==> src/rtl/trap_unit.sv <==
// ============================================================================
//  Module   : trap_unit
//  Purpose  : Machine-mode trap sequencer: exception/interrupt/mret capture,
//             CSR exception-write strobe and fetch redirect with flush.
//  Revision : 1.0 - initial release
// ============================================================================
`default_nettype none

module trap_unit (
    input  logic        clk_i,
    input  logic        rst_i,
    input  logic        valid_i,
    input  logic [31:0] pc_i,
    input  logic [31:0] inst_i,
    input  logic [31:0] fetch_addr_i,
    input  logic [31:0] mem_addr_i,
    input  logic        inst_misaligned_i,
    input  logic        illegal_inst_i,
    input  logic        ebreak_i,
    input  logic        ecall_i,
    input  logic        load_misaligned_i,
    input  logic        store_misaligned_i,
    input  logic        mret_i,
    input  logic        sw_irq_i,
    input  logic        timer_irq_i,
    input  logic        ext_irq_i,
    input  logic [31:0] mstatus_i,
    input  logic [31:0] mie_i,
    input  logic [31:0] mtvec_i,
    input  logic [31:0] mepc_i,
    input  logic [31:0] mcause_i,
    output logic        we_exc_o,
    output logic [31:0] mcause_d_o,
    output logic [31:0] mepc_d_o,
    output logic [31:0] mtval_d_o,
    output logic [31:0] mstatus_d_o,
    output logic        stall_o,
    output logic        flush_o,
    output logic        redirect_o,
    output logic [31:0] pc_target_o
);

    typedef enum logic [1:0] {
        S_IDLE     = 2'd0,
        S_TRAP     = 2'd1,
        S_MRET     = 2'd2,
        S_REDIRECT = 2'd3
    } state_t;

    state_t      r_state;
    state_t      w_state_nxt;

    logic        w_take_trap;
    logic        w_take_mret;
    logic [31:0] w_cause;
    logic [31:0] w_mtval;
    logic [31:0] w_trap_mstatus;
    logic [31:0] w_mret_mstatus;
    logic [31:0] w_tvec_base;
    logic [31:0] w_trap_target;
    logic        w_unused_ok;

    logic [31:0] r_mcause;
    logic [31:0] r_mepc;
    logic [31:0] r_mtval;
    logic [31:0] r_mstatus;
    logic [31:0] r_target;

    // Cause selection: first match wins, interrupts ahead of exceptions ahead of mret.
    always_comb begin
        w_take_trap = 1'b0;
        w_cause     = 32'd0;
        w_mtval     = 32'd0;
        if (valid_i) begin
            w_take_trap = 1'b1;
            if (ext_irq_i && mie_i[11] && mstatus_i[3]) begin
                w_cause = 32'h8000_000B;
            end else if (sw_irq_i && mie_i[3] && mstatus_i[3]) begin
                w_cause = 32'h8000_0003;
            end else if (timer_irq_i && mie_i[7] && mstatus_i[3]) begin
                w_cause = 32'h8000_0007;
            end else if (inst_misaligned_i) begin
                w_cause = 32'd0;
                w_mtval = fetch_addr_i;
            end else if (illegal_inst_i) begin
                w_cause = 32'd2;
                w_mtval = inst_i;
            end else if (ebreak_i) begin
                w_cause = 32'd3;
                w_mtval = pc_i;
            end else if (ecall_i) begin
                w_cause = 32'd11;
            end else if (load_misaligned_i) begin
                w_cause = 32'd4;
                w_mtval = mem_addr_i;
            end else if (store_misaligned_i) begin
                w_cause = 32'd6;
                w_mtval = mem_addr_i;
            end else begin
                w_take_trap = 1'b0;
            end
        end
    end

    assign w_take_mret = valid_i && mret_i && !w_take_trap;

    assign w_trap_mstatus = {mstatus_i[31:13], 2'b11, mstatus_i[10:8],
                             mstatus_i[3], mstatus_i[6:4], 1'b0, mstatus_i[2:0]};
    assign w_mret_mstatus = {mstatus_i[31:13], 2'b11, mstatus_i[10:8],
                             1'b1, mstatus_i[6:4], mstatus_i[7], mstatus_i[2:0]};

    // Vectored mode applies only to interrupts; modes 10/11 fall back to direct.
    assign w_tvec_base   = {mtvec_i[31:2], 2'b00};
    assign w_trap_target = (mtvec_i[1:0] == 2'b01 && r_mcause[31])
                         ? w_tvec_base + {25'd0, r_mcause[4:0], 2'b00}
                         : w_tvec_base;

    always_ff @(posedge clk_i) begin
        if (rst_i) begin
            r_state <= S_IDLE;
        end else begin
            r_state <= w_state_nxt;
        end
    end

    always_comb begin
        w_state_nxt = r_state;
        case (r_state)
            S_IDLE: begin
                if (w_take_trap) begin
                    w_state_nxt = S_TRAP;
                end else if (w_take_mret) begin
                    w_state_nxt = S_MRET;
                end
            end
            S_TRAP:     w_state_nxt = S_REDIRECT;
            S_MRET:     w_state_nxt = S_REDIRECT;
            S_REDIRECT: w_state_nxt = S_IDLE;
            default:    w_state_nxt = S_IDLE;
        endcase
    end

    always_ff @(posedge clk_i) begin
        if (rst_i) begin
            r_mcause  <= 32'd0;
            r_mepc    <= 32'd0;
            r_mtval   <= 32'd0;
            r_mstatus <= 32'd0;
        end else if (r_state == S_IDLE && w_take_trap) begin
            r_mcause  <= w_cause;
            r_mepc    <= pc_i;
            r_mtval   <= w_mtval;
            r_mstatus <= w_trap_mstatus;
        end else if (r_state == S_IDLE && w_take_mret) begin
            r_mcause  <= mcause_i;
            r_mepc    <= mepc_i;
            r_mtval   <= 32'd0;
            r_mstatus <= w_mret_mstatus;
        end
    end

    always_ff @(posedge clk_i) begin
        if (rst_i) begin
            r_target <= 32'd0;
        end else if (r_state == S_TRAP) begin
            r_target <= w_trap_target;
        end else if (r_state == S_MRET) begin
            r_target <= {mepc_i[31:2], 2'b00};
        end
    end

    assign we_exc_o    = (r_state == S_TRAP) || (r_state == S_MRET);
    assign stall_o     = (r_state != S_IDLE);
    assign redirect_o  = (r_state == S_REDIRECT);
    assign flush_o     = (r_state == S_REDIRECT);
    assign mcause_d_o  = r_mcause;
    assign mepc_d_o    = r_mepc;
    assign mtval_d_o   = r_mtval;
    assign mstatus_d_o = r_mstatus;
    assign pc_target_o = r_target;

    assign w_unused_ok = ^{mie_i[31:12], mie_i[10:8], mie_i[6:4], mie_i[2:0]};

endmodule

`default_nettype wire

==> config.mk <==
export PLATFORM = sky130hd
export DESIGN_NAME = trap_unit
export DESIGN_NICKNAME = d
export VERILOG_FILES = /design/src/rtl/trap_unit.sv
export SDC_FILE = /design/constraint.sdc
export NUM_CORES = 1
export LEC_CHECK = 0
export BUFFER_PORTS_ARGS = -buffer_cell sky130_fd_sc_hd__clkbuf_2
export CAP_MARGIN = 10
export CELL_PAD_IN_SITES_DETAIL_PLACEMENT = 0
export CELL_PAD_IN_SITES_GLOBAL_PLACEMENT = 2
export CORE_ASPECT_RATIO = 0.6
export CORE_MARGIN = 2
export CORE_UTILIZATION = 20
export DETAILED_ROUTE_END_ITERATION = 6
export GPL_ROUTABILITY_DRIVEN = 0
export PLACE_DENSITY = 0.76
export SYNTH_ARGS = -nofsm -noshare
export SYNTH_HDL_FRONTEND = slang
export SYNTH_SLANG_ARGS = --single-unit
==> constraint.sdc <==
create_clock -name clk_i -period 2 [get_ports clk_i]
set_input_delay 0.4 -clock clk_i [delete_from_list [all_inputs] [get_ports clk_i]]
set_output_delay 0.4 -clock clk_i [all_outputs]
set_load 0.02 [all_outputs]
# ---- Word level (Yosys, flattened, before mapping)
# Cells that the tools add are included.
dict set report classes {
  addsub 1
  n_eq_ne 5
  n_mux 44
  n_reduce_logical 19
}
# cell count
set ops {}
lappend ops {{32-bit two-way mux} 25}
lappend ops {{32-bit by 7-bit adder with 32-bit output} 1}
lappend ops {{4-bit two-way mux} 4}
lappend ops {{1-bit logical AND} 11}
lappend ops {{1-bit two-way mux} 10}
lappend ops {{3-bit two-way mux} 2}
lappend ops {{2-bit one-hot mux with 3 select lines} 1}
lappend ops {{2-bit nonzero test} 3}
lappend ops {{2-bit by 1-bit equality test with 1-bit output, second input constant} 2}
lappend ops {{2-bit equality test, second input constant} 2}
lappend ops {{2-bit two-way mux} 2}
lappend ops {{2-bit OR reduction} 2}
lappend ops {{3-bit inequality test, second input constant} 1}
lappend ops {{2-bit logical NOT} 1}
lappend ops {{1-bit logical NOT} 1}
lappend ops {{1-bit logical OR} 1}
dict set report totals {
  regBits 162
  inputBits 301
  out_inout_bits 164
}

# ---- Depth between registers and ports, before layout
# Gate-level depths: netlist of the first run.
dict set report depth {
  depth_word 15
  mapped_depth 9
  ltp_nobuf 7
}

# ---- Worst setup path before layout of the first run
# Ideal clock, no wire load.
dict set report synth_path {
  path_kind {register to register}
  from {register r_mcause[2] (netlist: mcause_d_o[2])}
  to {register r_target[29] (netlist: pc_target_o[29])}
  arrival_ns 2.095
  setup_slack_ns -0.174
  path_stages_with_launch 7
  period_less_slack_ns 2.174
  path_cell_list {dfxtp_1 ha_1 nand3_1 o2111ai_2 nand2_1 or4b_2 o211ai_1}
}
dict set report synth_between {
  elab_chain_cells 3
}
# element line
set synth_rtl {}
lappend synth_rtl {{start: declaration} 63} ;# logic [31:0] r_mcause;
lappend synth_rtl {{start signal: assignment} 150} ;# r_mcause <= w_cause;
lappend synth_rtl {{start signal: assignment} 155} ;# r_mcause <= mcause_i;
lappend synth_rtl {{32-bit by 7-bit adder with 32-bit output} 115} ;# ? w_tvec_base + {25'd0, r_mcause[4:0], 2'b00}
lappend synth_rtl {{32-bit two-way mux} 115}
lappend synth_rtl {{32-bit two-way mux} 165} ;# end else if (r_state == S_TRAP) begin
lappend synth_rtl {{end signal: assignment} 166} ;# r_target <= w_trap_target;
lappend synth_rtl {{end signal: assignment} 168} ;# r_target <= {mepc_i[31:2], 2'b00};
lappend synth_rtl {{end: declaration} 67} ;# logic [31:0] r_target;
# Every way passes these cells.
# A chain may end at the register's enable or synchronous reset.

# ---- Worst setup path in the final report of the first run
dict set report layout_path {
  from {register r_mcause[1] (netlist: mcause_d_o[1])}
  to {register r_target[27] (netlist: pc_target_o[27])}
}
# Same word-level chain as after synthesis.

==> metrics.cfg, run 1 <==
[worst_hold_path]
holdPathEnd=mcause_d_o[19]
hold_depth=3
hp-class=input port to register
hp-start=mcause_i[19]

[clocking]
clock_tree.buffer_depth=2
ctsHoldBuffers=0
cts_tree=built
root_buffer=clkbuf_16
clk_pin_slew_ns=0.08
cts_buffers=17
clk_latency_ns=0.45
htree_levels=4
cts.sinks=159

[yosys]
synth_seq_cells=159
yosys_warnings=0
synth-edff-count=0
synthCells=1092
syn_area_sq_mm=0.00816
synthFlopType=dfxtp_1
synthArstFlopShare_pct=0
ys_seq_area_share_pct=39.0
yosysUniqueCellTypes=64
syn_avg_cell_area_sq_um=7.48

[timing]
worst_slack_ns=0.0811
max-slew-margin-rel_pct=46.7
final.setup_skew_ns=0.0179
setup_violations=0
maxSlewViolCount=0
hold_ws_ns=0.166
grt_setup_unrepaired=yes
hold_viol=0
tightest_slew_ns=0.800
fin_crit_sh_pct=95.9
clock.fmax_ghz=0.521
finalCriticalPeriod_ns=1.92

[routing]
vias=9775
drc=0
routed_via_density=4.66
route.antenna.remaining_nets=0
drt_wl_total_mm=39.7
drt_iter0_drc=552
post_drt_wl_per_cell_um=18.9
drt_first_pass_iters=5

[worst_setup_path]
path_max_fanout=4
r2r_end=pc_target_o[27]
cp_cell_sequence=ha_4 -> a21oi_1 -> buf_4 -> o2111ai_4 -> nand2_2 -> buf_6 -> or4_4 -> o211ai_1
start_kind=register
slowest_delay_ns=0.46
critical_path.slowest_cell=or4_4
ff2ff_path_depth=8
setup.worst_path.class=register to register
crit_arrival_ns=2.29
reg2reg_from=mcause_d_o[1]
worstSetupEndpointType=register
reg2reg_slack_ns=0.08
required_ns=2.37

[cells_and_area]
drive_above_1_share_pct=38.6
stdcell_count=2099
final_common_cell=clkbuf_2
nNetsFinal=1863
finalInstanceArea_sq_mm=0.0124
final_util_pct=30.7
area_growth_pct=51.8
mostFrequentLayoutCells=429 x clkbuf_2, 215 x nand2_1, 154 x dfxtp_1

[power]
comb_power_share_pct=38.6
power.leakage_uw=0.00551
powerDensity_mw_per_mm2=994
power_frac_seq_pct=32.9
swShare_pct=39.0
power_frac_clock_pct=28.6
peakVddDrop_mv=0.542
p_int_uw=7520
p_sw_uw=4800

[place]
postPlaceCellArea_sq_mm=0.0117
numPortBuffers=431
hpwl_mm=31.0
placed_cells=2065
place_ws_ns=-0.337

[floorplanning]
dieArea_sq_mm=0.0425
rows=57
die_h_um=161
initial_core_util_pct=20.2
io-pin-count=465
coreArea_sq_mm=0.0404
die_w_um=265

[global_routing]
grt_pass1_wl_mm=58.6
grt_max_degree=147
grt_util_all_layers_pct=18.2
grt_overflow=0
antenna_found_initial=7
grt_pass1_vias=9539

[outcome]
status=complete, no violations

[flow_run]
cap_violations=0

==> worst max path at each step <==
stage	startpoint	to
after CTS	mcause_d_o[0]	pc_target_o[29]
after global routing	mcause_d_o[1]	pc_target_o[27]
final	mcause_d_o[1]	pc_target_o[27]
after global placement	inst_misaligned_i	mcause_d_o[1]
after detailed placement	inst_misaligned_i	mepc_d_o[30]
after floorplan	r_state[0]	pc_target_o[29]
==> final cells by class <==
type,instances,area [sq um]
Clock inverter,13,173
Antenna cell,2,5.00
Fill cell,4456,28000
Tap cell,531,664
Timing Repair Buffer,535,3190
Inverter,47,176
Clock buffer,19,443
Sequential cell,159,3190
Multi-Input combinational cell,793,4550
==> what timing repair did <==
action                     in CTS  in global routing
setup buffers                   0                  1
setup endpoints to repair       7                 21
pin swaps                       2                  5
resized for setup               4                 15
==> logic make-up after synthesis <==
| group | synth area share, % |
|---|---|
| xor gates and xnor gates | 1.82 |
| DFF | 39.0 |
| AOI/OAI and AO/OA | 25.2 |
| other | 0.0459 |
| and+or+nand+nor | 24.9 |
| adders and majority gates | 1.47 |
| muxes | 0.245 |
| buffers and inverters | 7.26 |
==> metrics by stage <==
step	setup TNS [ns]	power, uW
5_1_grt	-0.0171	13100
6_report	0	12300
4_1_cts	0	12500
3_5_place_dp	-33.09	8850
2_1_floorplan	-0.114	6600
3_3_place_gp	-25.59	8810
==> critical path: cells and delay by family (launching register included) <==
family                     cells  cell delay [ns]
buffers and inverters          2             0.28
adders and majority gates      1             0.26
AOI/OAI and AO/OA              3             0.36
DFF                            1             0.36
and+or+nand+nor                2             0.57
==> cells in the mapped netlist (all sizes together) (7+ instances only) <==
cell    instances  share of area, %
nand2         217                10
dfxtp         159                39
a21oi         137               8.4
nor2           70               3.2
clkbuf         69               3.4
nand3          51               3.1
o21ai          49               3.0
inv            46               2.1
a311oi         37               4.0
and2           36               2.8
a221oi         33               3.5
buf            24               1.6
and3           19               1.5
a22oi          16               1.5
nand4          15               1.2
o22ai          13               1.0
xor2           13               1.4
o211ai         12               1.1
ha              8               1.2
nor3            8              0.63
a31oi           7              0.54
==> metal layers <==
layer	global-route usage, %	share of wire, %	wire [um]
met1	22.6	43	17100
met2	29.5	47	18500
met3	5.47	7.0	2790
met4	7.01	3.1	1230
met5	0	0.11	43
==> flip-flops by register name, indices dropped and copies added, names as in the netlist <==
signal,flops
mepc_d_o,32
mstatus_d_o,31
pc_target_o,30
r_state,2
mtval_d_o,32
mcause_d_o,32
==> power by group through the flow <==
stage | registers, uW | clock network, uW | logic [uW]
final | 4050 | 3520 | 4750
after global placement | 4100 | 0 | 4710
after global routing | 4110 | 3780 | 5170
after floorplan | 4690 | 0 | 1900
after detailed placement | 4120 | 0 | 4730
after CTS | 4050 | 3650 | 4790
Power figures use the tool's default switching activity.
==> run 2, diff against run 1 <==
--- a/config.mk
+++ b/config.mk
@@ -15,6 +15,7 @@
 export DETAILED_ROUTE_END_ITERATION = 6
 export GPL_ROUTABILITY_DRIVEN = 0
 export PLACE_DENSITY = 0.76
+export RECOVER_POWER = 50
 export SYNTH_ARGS = -nofsm -noshare
 export SYNTH_HDL_FRONTEND = slang
 export SYNTH_SLANG_ARGS = --single-unit
==> metrics.cfg, run 2 (synthesized netlist as in run 1, its figures left out) <==
[timing]
final.setup_skew_ns=0.0177  ; was 0.0179 ns
hold_viol=0  ; unchanged
setup_tns_ns=0  ; unchanged
setup_violations=0  ; unchanged
finalCriticalPeriod_ns=1.92  ; about the same
maxSlewViolCount=0  ; unchanged
grt_setup_unrepaired=yes  ; unchanged
max-slew-margin-rel_pct=47.2  ; was 46.7%
fin_crit_sh_pct=96.0  ; was 95.9%
worst_slack_ns=0.0805  ; was 0.0811 ns
tightest_slew_ns=0.792  ; was 0.800 ns
clock.fmax_ghz=0.521  ; about the same

[routing]
route.antenna.remaining_nets=0  ; unchanged
drt_first_pass_iters=7  ; was 5
routed_via_density=4.66  ; about the same
post_drt_wl_per_cell_um=18.9  ; about the same
vias=9774  ; was 9775
drc=0  ; unchanged
drt_iter0_drc=578  ; was 552
drt_wl_total_mm=39.7  ; about the same

[cells_and_area]
nNetsFinal=1863  ; unchanged
mostFrequentLayoutCells=274 x clkbuf_2, 215 x nand2_1, 156 x clkbuf_1  ; was 429 x clkbuf_2, 215 x nand2_1, 154 x dfxtp_1
area_growth_pct=49.4  ; was 51.8%
stdcell_count=2099  ; unchanged
drive_above_1_share_pct=28.7  ; was 38.6%
finalInstanceArea_sq_mm=0.0122  ; was 0.0124 sq mm
final_util_pct=30.2  ; was 30.7%
final_common_cell=clkbuf_2  ; unchanged

[clocking]
ctsHoldBuffers=0  ; unchanged
cts_buffers=17  ; unchanged
clk_latency_ns=0.45  ; about the same
cts_tree=built  ; unchanged
clock_tree.buffer_depth=2  ; unchanged
htree_levels=4  ; unchanged
root_buffer=clkbuf_16  ; unchanged
cts.sinks=159  ; unchanged
clk_pin_slew_ns=0.08  ; about the same

[global_routing]
grt_overflow=0  ; unchanged
grt_util_all_layers_pct=18.2  ; unchanged
grt_max_degree=147  ; unchanged
grt_pass1_vias=9539  ; unchanged
antenna_found_initial=7  ; unchanged
grt_pass1_wl_mm=58.6  ; unchanged

[floorplanning]
io-pin-count=465  ; unchanged
coreArea_sq_mm=0.0404  ; unchanged
initial_core_util_pct=20.2  ; unchanged
die_w_um=265  ; unchanged
dieArea_sq_mm=0.0425  ; unchanged
rows=57  ; unchanged
die_h_um=161  ; unchanged

[place]
postPlaceCellArea_sq_mm=0.0117  ; unchanged
place_ws_ns=-0.337  ; unchanged
placed_cells=2065  ; unchanged
hpwl_mm=31.0  ; unchanged
numPortBuffers=431  ; unchanged

[worst_setup_path]
required_ns=2.37  ; about the same
worstSetupEndpointType=register  ; unchanged
crit_arrival_ns=2.29  ; about the same
start_kind=register  ; unchanged
crit_start=mcause_d_o[1]  ; unchanged
path_max_fanout=4  ; unchanged
reg2reg_from=mcause_d_o[1]  ; unchanged
setup.worst_path.class=register to register  ; unchanged

[power]
peakVddDrop_mv=0.540  ; was 0.542 mV
power.leakage_uw=0.00499  ; was 0.00551 uW
powerDensity_mw_per_mm2=998  ; was 994 mW/mm^2

[outcome]
status=complete, no violations  ; unchanged

[worst_hold_path]
hp-class=input port to register  ; unchanged
hp-start=mcause_i[19]  ; unchanged

[flow_run]
cap_violations=0  ; unchanged

## run 2: per-stage QoR
step	hold WS [ns]	power [uW]
after floorplan	0.489	6600
after CTS	0.130	12500
after global placement	0.440	8810
after detailed placement	0.445	8850
after global routing	0.136	12900
final	0.166	12200
## run 2: path summary, 6_finish.rpt
| kind | endpoint | slack (ns) | depth (start not counted) |
|---|---|---|---|
| max reg2reg | pc_target_o[27] | 0.08 | 8 |
| min reg2reg | mtval_d_o[8] | 0.45 | 2 |
| max | pc_target_o[27] | 0.08 | 8 |
| min | mcause_d_o[19] | 0.17 | 3 |
## run 2: worst max-delay path: stages (launching register included)
cell       delay [ns]
dfxtp_4          0.36
ha_4             0.26
a21oi_1          0.05
buf_4            0.15
o2111ai_4        0.21
nand2_2          0.11
buf_6            0.13
or4_4            0.46
o211ai_1         0.10
## run 2: final cells by class
type,count,area (sq um)
Fill cell,4534,28200
Multi-Input combinational cell,793,4550
Sequential cell,159,3190
Timing Repair Buffer,535,2990
Tap cell,531,664
Clock buffer,19,443
Inverter,47,176
Clock inverter,13,173
Antenna cell,2,5.00
## run 2: repair_timing
item | 4_1_cts | 5_1_grt
buffers inserted | 0 | 1
endpoints found under the setup margin | 7 | 21
resized for setup | 4 | 15
pin swaps | 2 | 5
## run 2: routing by layer
metal  track usage (%)  share of wire [%]  wire, um  vias up
li1                  -                  -         -     4783
met1              22.6                 43     16900     4573
met2              29.5                 46     18400      357
met3              5.47                7.5      2990       53
met4              7.01                3.2      1260        8
met5                 0               0.11        45        -
## run 2: where the power goes
part	internal (uW)	total (uW)	switching, uW
Combinational	1740	4620	2880
Clock	1940	3510	1580
Sequential	3720	4040	327
Total	7390	12200	4790
